File: src/rtl/demux_sched_pkg.sv
// Shared types and constants for the 1-to-2 packet demultiplexer.
package demux_sched_pkg;

  localparam int unsigned DW_DEF = 8;
  localparam int unsigned CW_DEF = 8;

  localparam logic DEST0 = 1'b0;
  localparam logic DEST1 = 1'b1;

  typedef enum logic [1:0] {
    IDLE,
    LOCK0,
    LOCK1
  } state_e;

endpackage

File: src/rtl/pkt_counter.sv
// Wrapping per-destination packet counter.
module pkt_counter #(
  parameter int unsigned CW = 8
) (
  input  logic          clk,
  input  logic          rst,
  input  logic          inc,
  output logic [CW-1:0] count
);

  always_ff @(posedge clk or posedge rst) begin
    if (rst) begin
      count <= '0;
    end else if (inc) begin
      count <= count + 1'b1;
    end
  end

endmodule

File: src/rtl/demux_sched_1x2.sv
// 1-to-2 packet demux: sel-directed or round-robin routing, packets locked to one
// destination, single holding register between input and outputs.
module demux_sched_1x2
  import demux_sched_pkg::*;
#(
  parameter int unsigned DW = DW_DEF,
  parameter int unsigned CW = CW_DEF
) (
  input  logic          clk,
  input  logic          rst,
  input  logic          mode,
  input  logic          in_valid,
  output logic          in_ready,
  input  logic [DW-1:0] in_data,
  input  logic          in_sel,
  input  logic          in_last,
  output logic          out0_valid,
  input  logic          out0_ready,
  output logic [DW-1:0] out0_data,
  output logic          out0_last,
  output logic          out1_valid,
  input  logic          out1_ready,
  output logic [DW-1:0] out1_data,
  output logic          out1_last,
  output logic [CW-1:0] pkt_cnt0,
  output logic [CW-1:0] pkt_cnt1,
  output logic          busy
);

  state_e        state;
  logic          hold_valid;
  logic [DW-1:0] hold_data;
  logic          hold_last;
  logic          hold_dest;
  logic          rr_ptr;
  logic          pkt_rr;

  logic sel_ready;
  logic accept;
  logic in_dest;
  logic pkt_is_rr;

  // Only the ready of the destination currently held matters.
  assign sel_ready = (hold_dest == DEST1) ? out1_ready : out0_ready;
  assign in_ready  = !hold_valid | sel_ready;
  assign accept    = in_valid & in_ready;

  // Routing decision; mode and in_sel only count on a packet's first beat.
  always_comb begin
    in_dest   = DEST0;
    pkt_is_rr = 1'b0;
    unique case (state)
      IDLE: begin
        in_dest   = mode ? rr_ptr : in_sel;
        pkt_is_rr = mode;
      end
      LOCK0: begin
        in_dest   = DEST0;
        pkt_is_rr = pkt_rr;
      end
      LOCK1: begin
        in_dest   = DEST1;
        pkt_is_rr = pkt_rr;
      end
      default: begin
        in_dest   = DEST0;
        pkt_is_rr = 1'b0;
      end
    endcase
  end

  always_ff @(posedge clk or posedge rst) begin
    if (rst) begin
      state      <= IDLE;
      hold_valid <= 1'b0;
      hold_data  <= '0;
      hold_last  <= 1'b0;
      hold_dest  <= DEST0;
      rr_ptr     <= 1'b0;
      pkt_rr     <= 1'b0;
    end else begin
      if (accept) begin
        hold_valid <= 1'b1;
        hold_data  <= in_data;
        hold_last  <= in_last;
        hold_dest  <= in_dest;
      end else if (hold_valid && sel_ready) begin
        hold_valid <= 1'b0;
      end

      if (accept) begin
        if (state == IDLE) begin
          pkt_rr <= mode;
        end
        if (in_last) begin
          state <= IDLE;
          if (pkt_is_rr) begin
            rr_ptr <= ~rr_ptr;
          end
        end else begin
          state <= (in_dest == DEST1) ? LOCK1 : LOCK0;
        end
      end
    end
  end

  assign out0_valid = hold_valid & (hold_dest == DEST0);
  assign out1_valid = hold_valid & (hold_dest == DEST1);
  assign out0_data  = out0_valid ? hold_data : '0;
  assign out1_data  = out1_valid ? hold_data : '0;
  assign out0_last  = out0_valid & hold_last;
  assign out1_last  = out1_valid & hold_last;

  assign busy = (state != IDLE) | hold_valid;

  pkt_counter #(
    .CW(CW)
  ) u_cnt0 (
    .clk  (clk),
    .rst  (rst),
    .inc  (out0_valid & out0_ready & out0_last),
    .count(pkt_cnt0)
  );

  pkt_counter #(
    .CW(CW)
  ) u_cnt1 (
    .clk  (clk),
    .rst  (rst),
    .inc  (out1_valid & out1_ready & out1_last),
    .count(pkt_cnt1)
  );

endmodule
File: config.mk
export PLATFORM = sky130hd
export DESIGN_NAME = demux_sched_1x2
export DESIGN_NICKNAME = d
export VERILOG_FILES = /design/src/rtl/demux_sched_pkg.sv /design/src/rtl/pkt_counter.sv /design/src/rtl/demux_sched_1x2.sv
export SDC_FILE = /design/constraint.sdc
export NUM_CORES = 1
export LEC_CHECK = 0
export CAP_MARGIN = 40
export CORE_ASPECT_RATIO = 0.7
export CORE_MARGIN = 2
export CORE_UTILIZATION = 23
export CTS_BUF_LIST = sky130_fd_sc_hd__clkbuf_8
export DETAILED_ROUTE_END_ITERATION = 7
export SLEW_MARGIN = 10
export SYNTH_ARGS = -nofsm -noshare
export SYNTH_HDL_FRONTEND = slang
export SYNTH_SLANG_ARGS = --single-unit
File: constraint.sdc
create_clock -name clk -period 2 [get_ports clk]
set_input_delay 0.4 -clock clk [delete_from_list [all_inputs] [get_ports clk]]
set_output_delay 0.4 -clock clk [all_outputs]
set_load 0.03 [all_outputs]
# After elaboration in Yosys (flattened, before gate mapping)
# Index checks and enable logic that the tools add are counted.
# Widths: inputs -> output; s select.
# op_classes
n_addsub,2
eq_ne,2
n_mux,10
n_bitwise,13
reduce_logical,8
# ops
op,count
$add 8x1->8 const B,2
$mux 8,2
$and 1x1->1,9
$mux 1,4
$mux 2,2
$pmux 1 s2,2
$reduce_bool 2->1,2
$reduce_and 3->1,1
$eq 2x1->1 const B,1
$eq 2x2->1 const B,1
$logic_not 2->1,1
$not 1->1,2
$or 1x1->1,2
$reduce_and 2->1,1
$reduce_or 2->1,1
$logic_and 1x1->1,1
$logic_not 1->1,1
# word_totals
regBits,31
inputBits,16
output_inout_bits,38
word_cells,44

# Longest topological paths before layout
# depth
ltp_word,4
depth_mapped,6
ltp_nobuf,5

# Hierarchy
# Synthesis repeated with hierarchy kept, for this count alone.
# unflattened
hier_cells,131
hier_area_um2,1545.2
# by_module_without_submodules
module,n_inst,cells_each,area_each_um2,seq_area_each_um2
demux_sched_1x2,1,77,854.6,375.4
pkt_counter,2,27,345.3,200.2

# Least setup slack after synthesis
# OpenSTA, ideal clock, no wires.
# synth_path
path_type,reg2out
from,register hold_valid
to,output out0_data[0]
arrival_ns,1.431
required_ns,1.600
path_slack_ns,0.169
path_stages_with_launch,4
n_path_buf,0
cell_sequence,dfrtp_1 inv_1 nor2_1 and2_1
# synth_via
elab_chain_len,2
# synth_lines
element,line,rtl
"start, declared",demux_sched_1x2.sv:31,logic hold_valid;
"start signal, assigned",demux_sched_1x2.sv:75,hold_valid <= 1'b0;
"start signal, assigned",demux_sched_1x2.sv:83,hold_valid <= 1'b1;
"start signal, assigned",demux_sched_1x2.sv:88,hold_valid <= 1'b0;
$and 1x1->1,demux_sched_1x2.sv:107,assign out0_valid = hold_valid & (hold_dest == DEST0);
net out0_valid,demux_sched_1x2.sv:17,"output logic out0_valid,"
$mux 8,demux_sched_1x2.sv:109,assign out0_data = out0_valid ? hold_data : '0;
"end, declared",demux_sched_1x2.sv:19,"output logic [DW-1:0] out0_data,"
# The timed path passes the listed nets, and every way through them passes these cells.

# Worst setup path after layout
# layout_path
from,register state[0]
to,output busy
# layout_via
elab_chain_len,2
# layout_lines
element,line,rtl
"start, declared",demux_sched_1x2.sv:30,state_e state;
"start signal, assigned",demux_sched_1x2.sv:101,state <= (in_dest == DEST1) ? LOCK1 : LOCK0;
$reduce_bool 2->1,demux_sched_1x2.sv:114,assign busy = (state != IDLE) | hold_valid;
$or 1x1->1,demux_sched_1x2.sv:114,
"end, declared",demux_sched_1x2.sv:27,output logic busy
# No other way between the ends.

==> out/results.txt <==
status: complete, no violations
FF-to-FF path depth: 6
P per Cell Area: 1340 nW/µm²
clk buf depth: 2
crit path max fanout: 5
Max-cap violations: 0
XOR/XNOR share of the synthesized area: 0.08663
Int Pwr: 1810 µW
cts bufs inserted: 5
Leak: 0.001066 µW
prevailing post-synth register cell: dfrtp_1
GRT Overall Usage: 0.09576
antenna violations before repair: 0
setup slack, reg-to-reg: 0.34 ns
die area: 7269 µm²
max-slew violation count: 0
Post-Place Cells: 261
n_diodes: 0
top-count cell post-synth: dfrtp_1
Rows: 24
proportion of layout cells with a drive suffix above 1: 0.2094
worst r2r src: hold_dest
Worst Max-Slew Pin Slew: 0.3934 ns
starting density of the core: 0.2405
Hold Slack: 0.4634 ns
Min Clock Period, post-route: 1.846 ns
combinational share of power: 0.450
clk_lat worst skew: 0.28 ns
Post-synth top cells: dfrtp_1 (31), xnor2_1 (12), and3_1 (11), mux2_2 (11), and2_1 (10)
period utilisation layout: 0.9228
synthesized area: 1516 µm²
Crit path arrival time: 1.45 ns
Worst Setup Start Kind: flop
Die W: 101.1 µm
Clk pwr share: 0.214
total wire length: 3301 µm
CP max stage cell: dlygate4sd2_1
area delta synth->final: 48.19%
#FFs+latches synth: 31
Switching Share: 0.3988
setup violators final: 0
via count: 1124
synthesis warning total: 0
Clock Skews: 0.008651 ns
DRT iter0 DRCs: 26
ANT nets after route: 0
Critical Path RT: 1.60 ns
postcts setup bufs: 0
Simple-Gate Fraction of Synth Area: 0.1922
Final Core Density: 0.3563
grt ovf: 0
drt pass-1 iters: 4
EDFF count, synth: 0
register area share after synthesis: 0.5116
Worst path top cell family by delay: buffers and inverters
complex-gate fraction of the synthesized area: 0.03300
Flop pwr share: 0.336
chip height: 71.94 µm
wire length per cell: 12.27 µm
syn nets: 151
IO Port Bufs: 53
CP cell instances: inv_1 > ha_1 > nand2_1 > dlygate4sd2_1
Post-Syn Instances: 130
Hold Path Origin: rr_ptr
Non-Filler Instances: 269
post-synthesis mux area share: 0.09818
Final Wtd Congestion: 0.7063
filler cell count: 636
RSZ-0062 raised after global routing: no
Post-route DRC: 0
reg-to-reg endpoint: rr_ptr
dominant combinational cell family by area after synthesis: simple AND/OR/NAND/NOR gates
worst vdd ir: 0.3983 mV
Synth area leaders: dfrtp_1 (51%), mux2_2 (8.2%), xnor2_1 (6.9%)
Buf+Inv Stages, Crit Path: 2
Vias/cell: 4.178
Hold EP: rr_ptr
nets: 211
CTS root buf: clkbuf_8
Synth top area share: 0.5116
HP Class: flop to flop
Netlist cell types: 25
HPWL after DPL: 2491 µm
wire length of the first global-routing pass: 5340 µm
average size of a mapped cell: 11.67 µm²
fmax: 0.5419 GHz
hold depth: 1
Relative slew margins: 0.7377
vias in the first global route: 1102
Core Box Area: 6306 µm²
setup TNS: 0 ns
Worst Setup End Kind: output pin
H-tree levels: 2
P_sw: 1201 µW
Post-Synth Adder-Cell Area: 0.04125
critical path class: flop to output pin
clock sink count: 31
pin count of the biggest net entering global routing: 32
asr flop ratio synth: 1.000
io pins: 54
CP max stage delay: 0.40 ns
Clock transition at path regs: 0.06 ns
CTS tree: yes
Final Hold Fails: 0
area leader, netlist: dfrtp_1
==> state kept, by name (all words and copies together), names as in the netlist <==
name and count:
hold_last 1, u_cnt1.count 8, hold_data 8, pkt_rr 1, hold_valid 1, state 2
u_cnt0.count 8, hold_dest 1, rr_ptr 1
==> cell usage in the layout, fill, tap and decap left out, types with 2 or more instances in the layout <==
cell	synthesis	final
nand3_1	5	5
dlygate4sd2_1	0	10
clkdlybuf4s50_1	0	31
inv_1	5	5
clkbuf_8	0	6
o21ai_0	4	4
and4_1	3	3
xor2_1	3	3
dfrtp_2	0	2
nand4_1	4	4
and3_1	11	11
nand2b_1	2	2
nand2_1	9	9
xnor2_1	12	12
and2_1	10	10
dfrtp_1	31	29
buf_4	0	16
mux2_2	11	11
ha_1	5	5
==> routing by layer <==
metal | up-vias | routed length, µm | track usage
met5 | - | 0 | 0
met4 | 0 | 29 | 0.02252
met3 | 5 | 192 | 0.03757
met2 | 30 | 1458 | 0.1464
met1 | 522 | 1621 | 0.1285
li1 | 567 | - | -
==> power by group through the flow <==
stage | Sequential, µW | Combinational, µW | Clock [µW]
4_1_cts | 1020 | 1380 | 664
3_5_place_dp | 1020 | 1410 | 0
3_3_place_gp | 1020 | 1400 | 0
2_1_floorplan | 1110 | 748 | 0
6_report | 1010 | 1350 | 643
5_1_grt | 1060 | 1450 | 700
==> per-stage QoR <==
step	setup WS (ns)	instance area [µm²]	total power, µW
CTS	0.006982	2245	3058
detailed placement	0.09074	2137	2433
floorplan	0.1690	1516	1857
global route	0.03456	2247	3209
finish	0.1545	2247	3011
global placement	0.1086	2137	2419
==> timing repair <==
| item | in CTS | in global routing |
|---|---|---|
| resized for setup | 12 | 1 |
| hold buffers | 0 | 0 |
| gates cloned | 0 | 0 |
| endpoints found under the setup margin | 11 | 1 |
==> cell families after synthesis <==
logic type	after synthesis
and+or+nand+nor	47
buffers and inverters	11
AOI/OAI and AO/OA	8
DFF	31
muxes	13
adders and majority gates	5
xor gates and xnor gates	15
==> layout make-up <==
type	count	area (µm²)	area share
clock buffer	6	82.58	0.03675
clock inverter	2	35.03	0.01559
multi-input combinational	88	684.4	0.3046
sequential	31	778.2	0.3463
tap	78	97.59	0.04343
inverter	5	18.77	0.008352
timing repair buffer	59	550.5	0.2450
==> how the worst max path moves through the flow <==
| stage | start | end | slack [ns] | cells after the start |
|---|---|---|---|---|
| after floorplan | hold_valid | out0_data[0] | 0.17 | 3 |
| after global placement | out1_ready | rr_ptr | 0.11 | 6 |
| after global routing | state[0] | busy | 0.03 | 4 |
| after detailed placement | out0_ready | rr_ptr | 0.09 | 6 |
| final | state[0] | busy | 0.15 | 4 |
| after CTS | hold_valid | out1_valid | 0.007 | 2 |
Power figures use the tool's default switching activity.
==> variant (same flow settings) <==
Encoding of `state_e`: now one-hot (3 bits for 3 states).
--- a/src/rtl/demux_sched_pkg.sv
+++ b/src/rtl/demux_sched_pkg.sv
@@ -9,6 +9,6 @@
 
-  typedef enum logic [1:0] {
-    IDLE,
-    LOCK0,
-    LOCK1
+  typedef enum logic [2:0] {
+    IDLE  = 3'b001,
+    LOCK0 = 3'b010,
+    LOCK1 = 3'b100
   } state_e;
Function: no difference found for any inputs over 10 cycles, from zero or initial values and one cycle with rst high; not proved beyond that.
==> variant against the unedited design <==
Hold slack improved by 0.0077 ns. Highest routed layer unchanged. Maximum frequency shrank 3.6%. Critical path type unchanged. Total power up 4.1%. Largest cell class unchanged. Clock power decreased by 5.1%. Setup slack got worse by 0.069 ns. Critical endpoint is now out0_data[6]. Sequential cell count rose by 1. Combinational power increased by 9%. Routed wire length rose by 9.4%. Design area increased by 4.0%. Synthesized cell count rose by 0.77%. Area after synthesis up 4.5%.
==> variant: results <==
outcome:
  status: "complete, no violations"
placed_design:
  portBuffers: 53
  hpwl_um: 2750
  gp_congestion: 0.705
finish:
  fillers: 701
  drive_gt1_share_pct: 25.3
  layout.nets: 211
  diodes: 0
  top_regs: "hold_data x8, u_cnt0.count x8, u_cnt1.count x8"
global_route:
  antenna_found_initial: 0
  grt_pass1_vias: 1190
  grt_usage_pct: 10.4
  grt_max_degree: 33
  grt_pass1_wl_um: 5900
cts:
  clockRootBuffer: "clkbuf_8"
  cts_buffer_depth: 2
  cts_inserted_buffers: 5
  htreeDepth: 2
  clk_latency_ns: 0.28
  clkTransAtPathRegs_ns: 0.07
setup_path:
  slowest_delay_ns: 0.39
  crit_path_max_fanout: 15
  critPathSlowestCell: "dfrtp_1"
  crit_arrival_ns: 1.52
  rr_worst_depth: 4
synth:
  ys.warnings.count: 0
  synth_commonest_cells: "dfrtp_1 (31), and2_1 (10), xnor2_1 (10)"
  yosysUniqueCellTypes: 36
  ys_top_cells_by_area: "dfrtp_1 (49%), mux2_2 (5.7%), mux2_4 (5.7%), xnor2_1 (5.5%), and2_1 (3.9%)"
  seq_area_frac_synth_pct: 50.6
  async_flop_share_pct: 100
  syn_nets: 149
detailed_routing:
  drt_iter0_drc: 20
  wirelength_um: 3610
  drt_pass1_iterations: 4
  routed_via_density: 4.09
pwr:
  ir_worst_vdd_mv: 0.572
  power.leakage_nw: 1.09
worst_hold_path:
  hold_class: "reg2reg"
  hold-path-cell-count: 1
timing:
  fin_worst_skew_ns: 0.00445
  worst_pin_slew_ns: 0.418
  setup_viol: 0
  hold-worst-slack_ns: 0.471
variant: changes by cell type in the layout (fill, tap and decap cells not counted), sizes merged, moves of 3 or more:
cell,change
inv,-4
ha,-3
nand3,-3
o21ai,-3
variant: final timing paths:
path | startpoint | to | slack [ns]
setup / recovery | hold_valid | out0_data[6] | 0.08
hold / removal | u_cnt1.count[7] | u_cnt1.count[7] | 0.47
setup reg to reg | hold_dest | hold_data[3] | 0.37
hold reg to reg | u_cnt1.count[7] | u_cnt1.count[7] | 0.47
max in group asynchronous | rst | state[0] | 1.16
min in group asynchronous | rst | hold_last | 0.51
variant: critical path, delay by kind of cell (launching register included):
kind / cells / cell delay (ns)
simple gates: 2 / 0.36
flops: 1 / 0.39
buf+inv: 3 / 0.49
variant: stage by stage:
step           cell area, um^2  cells  setup slack [ns]  utilization (%)
5_1_grt                   2340    288           0.00758             34.7
6_report                  2340    288            0.0850             34.7
4_1_cts                   2330    287            0.0173             34.7
3_5_place_dp              2230    279            0.0842             33.2
2_1_floorplan             1590    131             0.218                -
3_3_place_gp              2230    279             0.105             33.2
variant: power breakdown:
part | internal (W) | switching (W)
sequential | 0.000842 | 0.000215
combinational | 0.000686 | 0.000781
clock | 0.000368 | 0.000242
total | 0.00190 | 0.00124
variant: logic make-up after synthesis:
kind of cell	count (synthesis)	share of synthesized area (%)
muxes	16	12.6
DFF	32	50.6
buffers and inverters	8	3.95
and+or+nand+nor	52	20.0
adders and majority gates	2	1.58
xor gates and xnor gates	15	8.29
AOI/OAI and AO/OA	6	2.92
variant: timing repair:
item | in CTS | in global routing
endpoints found under the setup margin | 21 | 2
setup buffers | 0 | 1
resized for setup | 13 | 2
pin swaps | 0 | 0
variant: layout make-up:
type,count,area share (%)
clock buffer,5,2.95
clock inverter,3,1.82
inverter,1,0.161
multi-input combinational,91,30.9
sequential,32,34.4
tap,94,5.03
timing repair buffer,62,24.8
variant: metal layers:
metal	vias up	track usage (%)	wire, um
met1	566	14.8	1830
met2	36	15.3	1540
met3	2	3.43	226
met4	0	2.63	12
met5	-	0	0
li1	575	-	-
